==> src/rtl/array_22_arb_if.sv <==
// Request/response and SRAM-port bundle for the two-client arbiter in front of the 1024x300 macro.
// The slave modport is the arbiter's view; master is the clients-plus-macro view.
interface array_22_arb_if #(
    parameter int ADDR_W = 10,
    parameter int DATA_W = 300,
    parameter int LANES  = 10
);
    logic              a_req_valid;
    logic              a_req_ready;
    logic              a_req_write;
    logic [ADDR_W-1:0] a_req_addr;
    logic [LANES-1:0]  a_req_mask;
    logic [DATA_W-1:0] a_req_wdata;
    logic              a_resp_valid;
    logic              a_resp_ready;
    logic [DATA_W-1:0] a_resp_data;

    logic              b_req_valid;
    logic              b_req_ready;
    logic              b_req_write;
    logic [ADDR_W-1:0] b_req_addr;
    logic [LANES-1:0]  b_req_mask;
    logic [DATA_W-1:0] b_req_wdata;
    logic              b_resp_valid;
    logic              b_resp_ready;
    logic [DATA_W-1:0] b_resp_data;

    logic              mem_en;
    logic              mem_wmode;
    logic [ADDR_W-1:0] mem_addr;
    logic [LANES-1:0]  mem_wmask;
    logic [DATA_W-1:0] mem_wdata;
    logic [DATA_W-1:0] mem_rdata;

    modport slave (
        input  a_req_valid, a_req_write, a_req_addr, a_req_mask, a_req_wdata, a_resp_ready,
        output a_req_ready, a_resp_valid, a_resp_data,
        input  b_req_valid, b_req_write, b_req_addr, b_req_mask, b_req_wdata, b_resp_ready,
        output b_req_ready, b_resp_valid, b_resp_data,
        output mem_en, mem_wmode, mem_addr, mem_wmask, mem_wdata,
        input  mem_rdata
    );

    modport master (
        output a_req_valid, a_req_write, a_req_addr, a_req_mask, a_req_wdata, a_resp_ready,
        input  a_req_ready, a_resp_valid, a_resp_data,
        output b_req_valid, b_req_write, b_req_addr, b_req_mask, b_req_wdata, b_resp_ready,
        input  b_req_ready, b_resp_valid, b_resp_data,
        input  mem_en, mem_wmode, mem_addr, mem_wmask, mem_wdata,
        output mem_rdata
    );
endinterface

==> src/rtl/array_22_arb.sv <==
// Round-robin arbiter/sequencer sharing one SRAM RW port between requesters A (index 0) and B (index 1).
// Reads land in a per-requester response register two cycles after grant.
module array_22_arb #(
    parameter int ADDR_W = 10,
    parameter int DATA_W = 300,
    parameter int LANES  = 10
) (
    input logic           clock,
    input logic           reset,
    array_22_arb_if.slave bus
);
    logic [1:0]             req_valid;
    logic [1:0]             req_write;
    logic [1:0][ADDR_W-1:0] req_addr;
    logic [1:0][LANES-1:0]  req_mask;
    logic [1:0][DATA_W-1:0] req_wdata;
    logic [1:0]             resp_ready;

    logic [1:0]             elig;
    logic [1:0]             grant_vec;
    logic [1:0]             pend;
    logic [1:0]             resp_valid;
    logic [1:0][DATA_W-1:0] resp_data;
    logic                   rr_ptr;
    logic                   both;
    logic                   grant;
    logic                   win;

    logic                   mem_en;
    logic                   mem_wmode;
    logic [ADDR_W-1:0]      mem_addr;
    logic [LANES-1:0]       mem_wmask;
    logic [DATA_W-1:0]      mem_wdata;

    assign req_valid  = {bus.b_req_valid, bus.a_req_valid};
    assign req_write  = {bus.b_req_write, bus.a_req_write};
    assign req_addr   = {bus.b_req_addr, bus.a_req_addr};
    assign req_mask   = {bus.b_req_mask, bus.a_req_mask};
    assign req_wdata  = {bus.b_req_wdata, bus.a_req_wdata};
    assign resp_ready = {bus.b_resp_ready, bus.a_resp_ready};

    // A read waits until its previous read has been returned and dequeued;
    // this keeps the capture and dequeue from ever colliding.
    always_comb begin
        elig      = '0;
        grant_vec = '0;
        mem_wmode = 1'b0;
        mem_addr  = '0;
        mem_wmask = '0;
        mem_wdata = '0;
        for (int i = 0; i < 2; i++) begin
            elig[i] = req_valid[i] && (req_write[i] || (!resp_valid[i] && !pend[i]));
        end
        both  = &elig;
        grant = (|elig) && !reset;
        win   = both ? rr_ptr : elig[1];
        if (grant) begin
            grant_vec[win] = 1'b1;
            mem_wmode      = req_write[win];
            mem_addr       = req_addr[win];
            mem_wmask      = req_mask[win];
            mem_wdata      = req_wdata[win];
        end
        mem_en = grant;
    end

    always_ff @(posedge clock or posedge reset) begin
        if (reset) begin
            rr_ptr <= 1'b0;
            pend   <= '0;
        end else begin
            if (grant && both) rr_ptr <= ~win;
            pend <= grant_vec & ~req_write;
        end
    end

    always_ff @(posedge clock or posedge reset) begin
        if (reset) begin
            resp_valid <= '0;
            resp_data  <= '0;
        end else begin
            for (int i = 0; i < 2; i++) begin
                if (pend[i]) begin
                    resp_valid[i] <= 1'b1;
                    resp_data[i]  <= bus.mem_rdata;
                end else if (resp_valid[i] && resp_ready[i]) begin
                    resp_valid[i] <= 1'b0;
                end
            end
        end
    end

    assign bus.a_req_ready  = grant_vec[0];
    assign bus.b_req_ready  = grant_vec[1];
    assign bus.a_resp_valid = resp_valid[0];
    assign bus.b_resp_valid = resp_valid[1];
    assign bus.a_resp_data  = resp_data[0];
    assign bus.b_resp_data  = resp_data[1];
    assign bus.mem_en       = mem_en;
    assign bus.mem_wmode    = mem_wmode;
    assign bus.mem_addr     = mem_addr;
    assign bus.mem_wmask    = mem_wmask;
    assign bus.mem_wdata    = mem_wdata;
endmodule

==> src/flat_wrapper.sv <==
// flat-port wrapper written by rule: the top's interface ports become plain ports
module array_22_arb_flat 
#(
    parameter int ADDR_W = 10,
    parameter int DATA_W = 300,
    parameter int LANES  = 10
)
  (clock, reset, bus_a_req_valid, bus_a_req_write, bus_a_req_addr, bus_a_req_mask, bus_a_req_wdata, bus_a_resp_ready, bus_a_req_ready, bus_a_resp_valid, bus_a_resp_data, bus_b_req_valid, bus_b_req_write, bus_b_req_addr, bus_b_req_mask, bus_b_req_wdata, bus_b_resp_ready, bus_b_req_ready, bus_b_resp_valid, bus_b_resp_data, bus_mem_en, bus_mem_wmode, bus_mem_addr, bus_mem_wmask, bus_mem_wdata, bus_mem_rdata);
  array_22_arb_if #(.ADDR_W(ADDR_W), .DATA_W(DATA_W), .LANES(LANES)) bus_i ();
  input logic clock;
  input logic reset;
  input wire logic [$bits(bus_i.a_req_valid)-1:0] bus_a_req_valid;
  input wire logic [$bits(bus_i.a_req_write)-1:0] bus_a_req_write;
  input wire logic [$bits(bus_i.a_req_addr)-1:0] bus_a_req_addr;
  input wire logic [$bits(bus_i.a_req_mask)-1:0] bus_a_req_mask;
  input wire logic [$bits(bus_i.a_req_wdata)-1:0] bus_a_req_wdata;
  input wire logic [$bits(bus_i.a_resp_ready)-1:0] bus_a_resp_ready;
  output wire logic [$bits(bus_i.a_req_ready)-1:0] bus_a_req_ready;
  output wire logic [$bits(bus_i.a_resp_valid)-1:0] bus_a_resp_valid;
  output wire logic [$bits(bus_i.a_resp_data)-1:0] bus_a_resp_data;
  input wire logic [$bits(bus_i.b_req_valid)-1:0] bus_b_req_valid;
  input wire logic [$bits(bus_i.b_req_write)-1:0] bus_b_req_write;
  input wire logic [$bits(bus_i.b_req_addr)-1:0] bus_b_req_addr;
  input wire logic [$bits(bus_i.b_req_mask)-1:0] bus_b_req_mask;
  input wire logic [$bits(bus_i.b_req_wdata)-1:0] bus_b_req_wdata;
  input wire logic [$bits(bus_i.b_resp_ready)-1:0] bus_b_resp_ready;
  output wire logic [$bits(bus_i.b_req_ready)-1:0] bus_b_req_ready;
  output wire logic [$bits(bus_i.b_resp_valid)-1:0] bus_b_resp_valid;
  output wire logic [$bits(bus_i.b_resp_data)-1:0] bus_b_resp_data;
  output wire logic [$bits(bus_i.mem_en)-1:0] bus_mem_en;
  output wire logic [$bits(bus_i.mem_wmode)-1:0] bus_mem_wmode;
  output wire logic [$bits(bus_i.mem_addr)-1:0] bus_mem_addr;
  output wire logic [$bits(bus_i.mem_wmask)-1:0] bus_mem_wmask;
  output wire logic [$bits(bus_i.mem_wdata)-1:0] bus_mem_wdata;
  input wire logic [$bits(bus_i.mem_rdata)-1:0] bus_mem_rdata;
  assign bus_i.a_req_valid = bus_a_req_valid;
  assign bus_i.a_req_write = bus_a_req_write;
  assign bus_i.a_req_addr = bus_a_req_addr;
  assign bus_i.a_req_mask = bus_a_req_mask;
  assign bus_i.a_req_wdata = bus_a_req_wdata;
  assign bus_i.a_resp_ready = bus_a_resp_ready;
  assign bus_a_req_ready = bus_i.a_req_ready;
  assign bus_a_resp_valid = bus_i.a_resp_valid;
  assign bus_a_resp_data = bus_i.a_resp_data;
  assign bus_i.b_req_valid = bus_b_req_valid;
  assign bus_i.b_req_write = bus_b_req_write;
  assign bus_i.b_req_addr = bus_b_req_addr;
  assign bus_i.b_req_mask = bus_b_req_mask;
  assign bus_i.b_req_wdata = bus_b_req_wdata;
  assign bus_i.b_resp_ready = bus_b_resp_ready;
  assign bus_b_req_ready = bus_i.b_req_ready;
  assign bus_b_resp_valid = bus_i.b_resp_valid;
  assign bus_b_resp_data = bus_i.b_resp_data;
  assign bus_mem_en = bus_i.mem_en;
  assign bus_mem_wmode = bus_i.mem_wmode;
  assign bus_mem_addr = bus_i.mem_addr;
  assign bus_mem_wmask = bus_i.mem_wmask;
  assign bus_mem_wdata = bus_i.mem_wdata;
  assign bus_i.mem_rdata = bus_mem_rdata;
  array_22_arb #(.ADDR_W(ADDR_W), .DATA_W(DATA_W), .LANES(LANES)) u_core (.clock(clock), .reset(reset), .bus(bus_i));
endmodule
==> config.mk <==
export PLATFORM = sky130hd
export DESIGN_NAME = array_22_arb_flat
export DESIGN_NICKNAME = d
export VERILOG_FILES = /design/src/rtl/array_22_arb_if.sv /design/src/rtl/array_22_arb.sv /design/src/flat_wrapper.sv
export SDC_FILE = /design/constraint.sdc
export NUM_CORES = 1
export LEC_CHECK = 0
export CORE_AREA = 2 2 736 738
export CTS_CLUSTER_DIAMETER = 200
export CTS_CLUSTER_SIZE = 8
export DETAILED_ROUTE_END_ITERATION = 8
export DIE_AREA = 0 0 738 740
export PLACE_DENSITY = 0.3
export REMOVE_ABC_BUFFERS = 1
export SLEW_MARGIN = 10
export SYNTH_ARGS = -nofsm -noshare
export SYNTH_HDL_FRONTEND = slang
export SYNTH_SLANG_ARGS = --single-unit
==> constraint.sdc <==
create_clock -name clock -period 58.3 [get_ports clock]
set_input_delay 11.66 -clock clock [delete_from_list [all_inputs] [get_ports clock]]
set_output_delay 11.66 -clock clock [all_outputs]
set_load 0.005 [all_outputs]
Word level (Yosys, flattened, before mapping)

Cells that the tools add are included.

Reduce and logical (&&, ||, !) cells: 20
Bitwise logic cells: 3
Magnitude comparators: 2
Mux-type cells: 20

Operator list:

| cell                 | count |
|---|---|
| $mux W300            | 3 |
| $mux W10             | 6 |
| $logic_and A1 B1 Y1  | 9 |
| $mux W1              | 9 |
| $logic_not A1 Y1     | 5 |
| $reduce_bool A2 Y1   | 2 |
| $and A2 B2 Y2        | 1 |
| $logic_or A1 B1 Y1   | 2 |
| $lt A1 B2 Y1 const B | 1 |
| $mux W2              | 1 |
| $not A2 Y2           | 1 |
| $reduce_and A2 Y1    | 1 |
| $reduce_or A2 Y1     | 1 |
| $demux W1 S1         | 1 |
| $ge A1 B1 Y1 const B | 1 |
| $not A1 Y1           | 1 |

Bits in registers: 605
Word-level logic and storage cells: 51

Depth between registers and ports, before layout

Depth in word-level cells: 12
Depth in mapped cells: 6

Least setup slack after synthesis

OpenSTA, ideal clock, no wires.

Path type: input to output
From: input port reset
To: output port bus_mem_addr[0]
Cell stages on the path: 4
Arrival time: 30.092 ns
Slack: 16.548 ns
Required time: 46.640 ns
Path through: clkinv_1 -> clkbuf_1 -> nand2_1 -> o32ai_1

Word-level cells in the longest chain between the ends: 3

Ends and longest elaborated chain:

| what                | RTL line           | RTL |
|---|---|---|
| from (decl)         | flat_wrapper.sv:11 | `input logic reset;` |
| $logic_not A1 Y1    | array_22_arb.sv:55 | `grant = (\|elig) && !reset;` |
| $logic_and A1 B1 Y1 | array_22_arb.sv:55 |  |
| $mux W10            | array_22_arb.sv:57 | `if (grant) begin` |
| to (decl)           | flat_wrapper.sv:32 | `output wire logic [$bits(bus_i.mem_addr)-1:0] bus_mem_addr;` |

No other way between the ends.

Worst setup path after layout

From: input port bus_b_req_write
To: output port bus_mem_wdata[70]

Word-level cells in the longest chain between the ends: 7
Elaborated cells between the ends (all ways): 9
Those cells by class: 4 x mux; 5 x reduce/logical

Ends and longest elaborated chain:

| what                                         | RTL line           | RTL |
|---|---|---|
| from (decl)                                  | flat_wrapper.sv:22 | `input wire logic [$bits(bus_i.b_req_write)-1:0] bus_b_req_write;` |
| $logic_or A1 B1 Y1 (*)                       | array_22_arb.sv:52 | `elig[i] = req_valid[i] && (req_write[i] \|\| (!resp_valid[i] && !pend[i]));` |
| $logic_and A1 B1 Y1 (*)                      | array_22_arb.sv:52 |  |
| $reduce_and A2 Y1                            | array_22_arb.sv:54 | `both = &elig;` |
| $mux W1                                      | array_22_arb.sv:56 | `win = both ? rr_ptr : elig[1];` |
| $mux W300 (implied by the code) (2 in a row) | array_22_arb.sv:62 | `mem_wdata = req_wdata[win];` |
| $mux W300 (*)                                | array_22_arb.sv:57 |  |
| to (decl)                                    | flat_wrapper.sv:34 | `output wire logic [$bits(bus_i.mem_wdata)-1:0] bus_mem_wdata;` |

Mark *: on every way between the ends. The rest lies on a longest branch, timed or not. The select of a mux whose other input is x is not followed.

==> qor.yml <==
drt_iter0_drc: 1831
grt_pass1_vias: 30910
drive_gt1_share_pct: 17.62
postCtsSetupBuffers: 0
finalPower_mw: 2.126
netlist_area_um2: 28340
postCtsHoldBufs: 0
fmax_ghz: 0.03462
grt_max_degree: 149
startpoint_type: "primary input"
place_congestion: 0.9127
rsz0062_at_grt: "no"
wl_per_cell_um: 34.00
cp.arrival_ns: 17.22
fp.dieW_um: 738
final_nets: 5140
route.vias.total: 29660
hp-class: "flip-flop to flip-flop"
cts_tree: "yes"
min_to: "u_core.rr_ptr$_DFFE_PP0P_"
first_pass_iters: 8
root_buffer: "clkbuf_16"
cts_resized: 0
finalCriticalPeriod_ns: 28.88
finalSetupViolations: 0
wl_um: 390100
reg2reg_depth: 4
ys_seq_area_share_pct: 53.42
hp-start: "u_core.rr_ptr$_DFFE_PP0P_"
clock_skew_ns: 0.03443
p_clk_share_pct: 22.3
clk_latency_ns: 0.71
areaGrowthSynthToFinish_pct: 104.3
die_h_um: 740
maxCapViolations: 0
ant_nets: 0
switching_share_pct: 36.41
initial_core_util_pct: 5.259
p_sw_mw: 0.7739
synth_area_per_cell_um2: 11.80
pwr_density_cell_nw_per_um2: 36.72
timing.rr.start: "u_core.pend[1]$_DFF_PP0_"
h-tree-depth: 3
crit_type: "primary input to output pin"
ys_warn_count: 0
fillers: 61790
syn_inst: 2401
min_period_over_period_pct: 49.54
sequentialPowerShare_pct: 32.9
synth_seq_cells: 605
reg2reg_to: "u_core.bus.b_resp_data[33]$_DFFE_PP0P_"
drc: 0
grt_first_pass_wirelength_um: 462900
crit_fanout: 109
dieArea_um2: 546100
final_max_slew_viol_count: 0
cts_buffers: 85
worstMarginPinSlew_ns: 1.140
routed_via_density: 2.585
post-dp-hpwl_um: 346700
regToRegSetupSlack_ns: 54.54
p_comb_share_pct: 44.8
port_buffers: 1873
peakVddDrop_mv: 0.02155
p_leak_nw: 20.71
rows: 270
cts_buffer_depth: 3
clk_pin_slew_ns: 0.06
coreArea_um2: 538800
hold_depth: 1
fin_setup_tns_ns: 0
pin_count: 1874
track_usage_pct: 13.70
gr-total-overflow: 0
p_int_mw: 1.352
antenna_found_initial: 344
clock_sinks: 605
cp-end-kind: "output pin"
cp.required_ns: 46.64
synthDistinctLibCells: 23
slew_headroom_pct: 24.02
outcome: "finished clean"
hold_viol: 0
layer usage:
| metal | vias up | global-route usage (%) | part of all wire, % |
|---|---|---|---|
| met4 | 108 | 4.801 | 4.5 |
| met1 | 14830 | 15.59 | 38 |
| li1 | 12040 | - | - |
| met3 | 680 | 4.975 | 9.5 |
| met5 | - | 0 | 0.19 |
| met2 | 2001 | 23.45 | 47 |
synthesized netlist by cell type:
cell,count,area (um^2)
nor3_1,2,10.01
nand2b_1,1,6.260
o211ai_2,2,25.02
buf_4,23,172.7
o21bai_1,2,15.01
nand4_1,1,6.260
nor2b_1,1,6.260
o21bai_2,1,11.26
a22oi_1,1,7.510
nand2_1,323,1212
buf_2,86,430.4
xnor2_1,1,8.760
mux2_2,600,6756
clkbuf_1,89,334.1
o21ba_1,2,20.02
clkinv_1,1,3.750
a21o_1,2,15.01
buf_6,11,123.9
inv_1,322,1209
nor2_1,4,15.01
a221oi_1,1,8.760
dfrtp_1,605,15140
o32ai_1,320,2803
critical path, cell delays in order:
cell             delay (ns)
clkdlybuf4s50_1        0.56
o21ba_1                0.22
o211ai_4               0.18
buf_4                  0.40
buf_12                 0.37
buf_4                  0.68
buf_4                  0.87
buf_4                  0.80
o32ai_1                0.19
clkdlybuf4s50_1        0.71
area by class of cell:
type	instances	area, um^2	area share [%]
sequential	605	15150	26.17
multi-input combinational	1264	10940	18.91
tap	7208	9019	15.58
inverter	323	1220	2.107
clock buffer	87	2135	3.687
antenna	65	162.7	0.2810
clock inverter	8	156.4	0.2702
timing repair buffer	1913	19100	33.00
flip-flops by register name, summed over array words and instances, names as in the netlist:
| name | count |
|---|---|
| u_core.bus.a_resp_data | 300 |
| u_core.bus.b_resp_data | 300 |
| u_core.pend | 2 |
| u_core.resp_valid | 2 |
| u_core.rr_ptr | 1 |
layout by cell type (no fill, tap or decap), drive strengths merged:
cell,instances
nor2,4
clkdlybuf4s50,1872
diode,65
inv,325
o211ai,2
xnor2,1
nand2b,1
nand4,1
dfrtp,605
a221oi,1
o21bai,3
a22oi,1
nand2,323
nor3,2
a21o,2
clkinv,6
clkbuf,87
o32ai,320
o21ba,2
buf,41
mux2,600
nor2b,1
worst max path at each step:
stage	startpoint	end	cells past startpoint
final	bus_b_req_write	bus_mem_wdata[70]	10
after global routing	bus_b_req_valid	bus_mem_wdata[72]	10
after floorplan	reset	bus_mem_addr[0]	3
after global placement	bus_b_req_valid	bus_mem_wdata[72]	10
after CTS	bus_b_req_write	bus_mem_wdata[72]	10
after detailed placement	bus_b_req_write	bus_mem_wdata[72]	10
per-stage QoR:
stage | worst slack [ns] | util (%) | cell area, um^2 | std cells | hold WS [ns]
2_1_floorplan | 15.38 | - | 27280 | 2192 | 0.4585
3_3_place_gp | 29.59 | 10.29 | 55430 | 11310 | 0.4905
3_5_place_dp | 29.52 | 10.29 | 55430 | 11310 | 0.4879
4_1_cts | 29.53 | 10.71 | 57720 | 11410 | 0.4991
5_1_grt | 29.29 | 10.73 | 57810 | 11440 | 0.5119
6_report | 29.42 | 10.74 | 57890 | 11470 | 0.4961
power groups by stage:
stage / clock network [mW] / registers [mW] / logic, mW
5_1_grt: 0.508 / 0.723 / 1.00
2_1_floorplan: 0 / 0.691 / 0.240
3_5_place_dp: 0 / 0.711 / 0.980
3_3_place_gp: 0 / 0.707 / 0.984
4_1_cts: 0.499 / 0.707 / 0.986
6_report: 0.473 / 0.700 / 0.952
logic make-up after synthesis:
group	Yosys count	share of synthesized area, %
compound gates	331	10.25
xor+xnor	1	0.03091
buf+inv	532	8.022
flops	605	53.42
mux	600	23.84
simple gates	332	4.433
(Power assumes the default switching activity.)
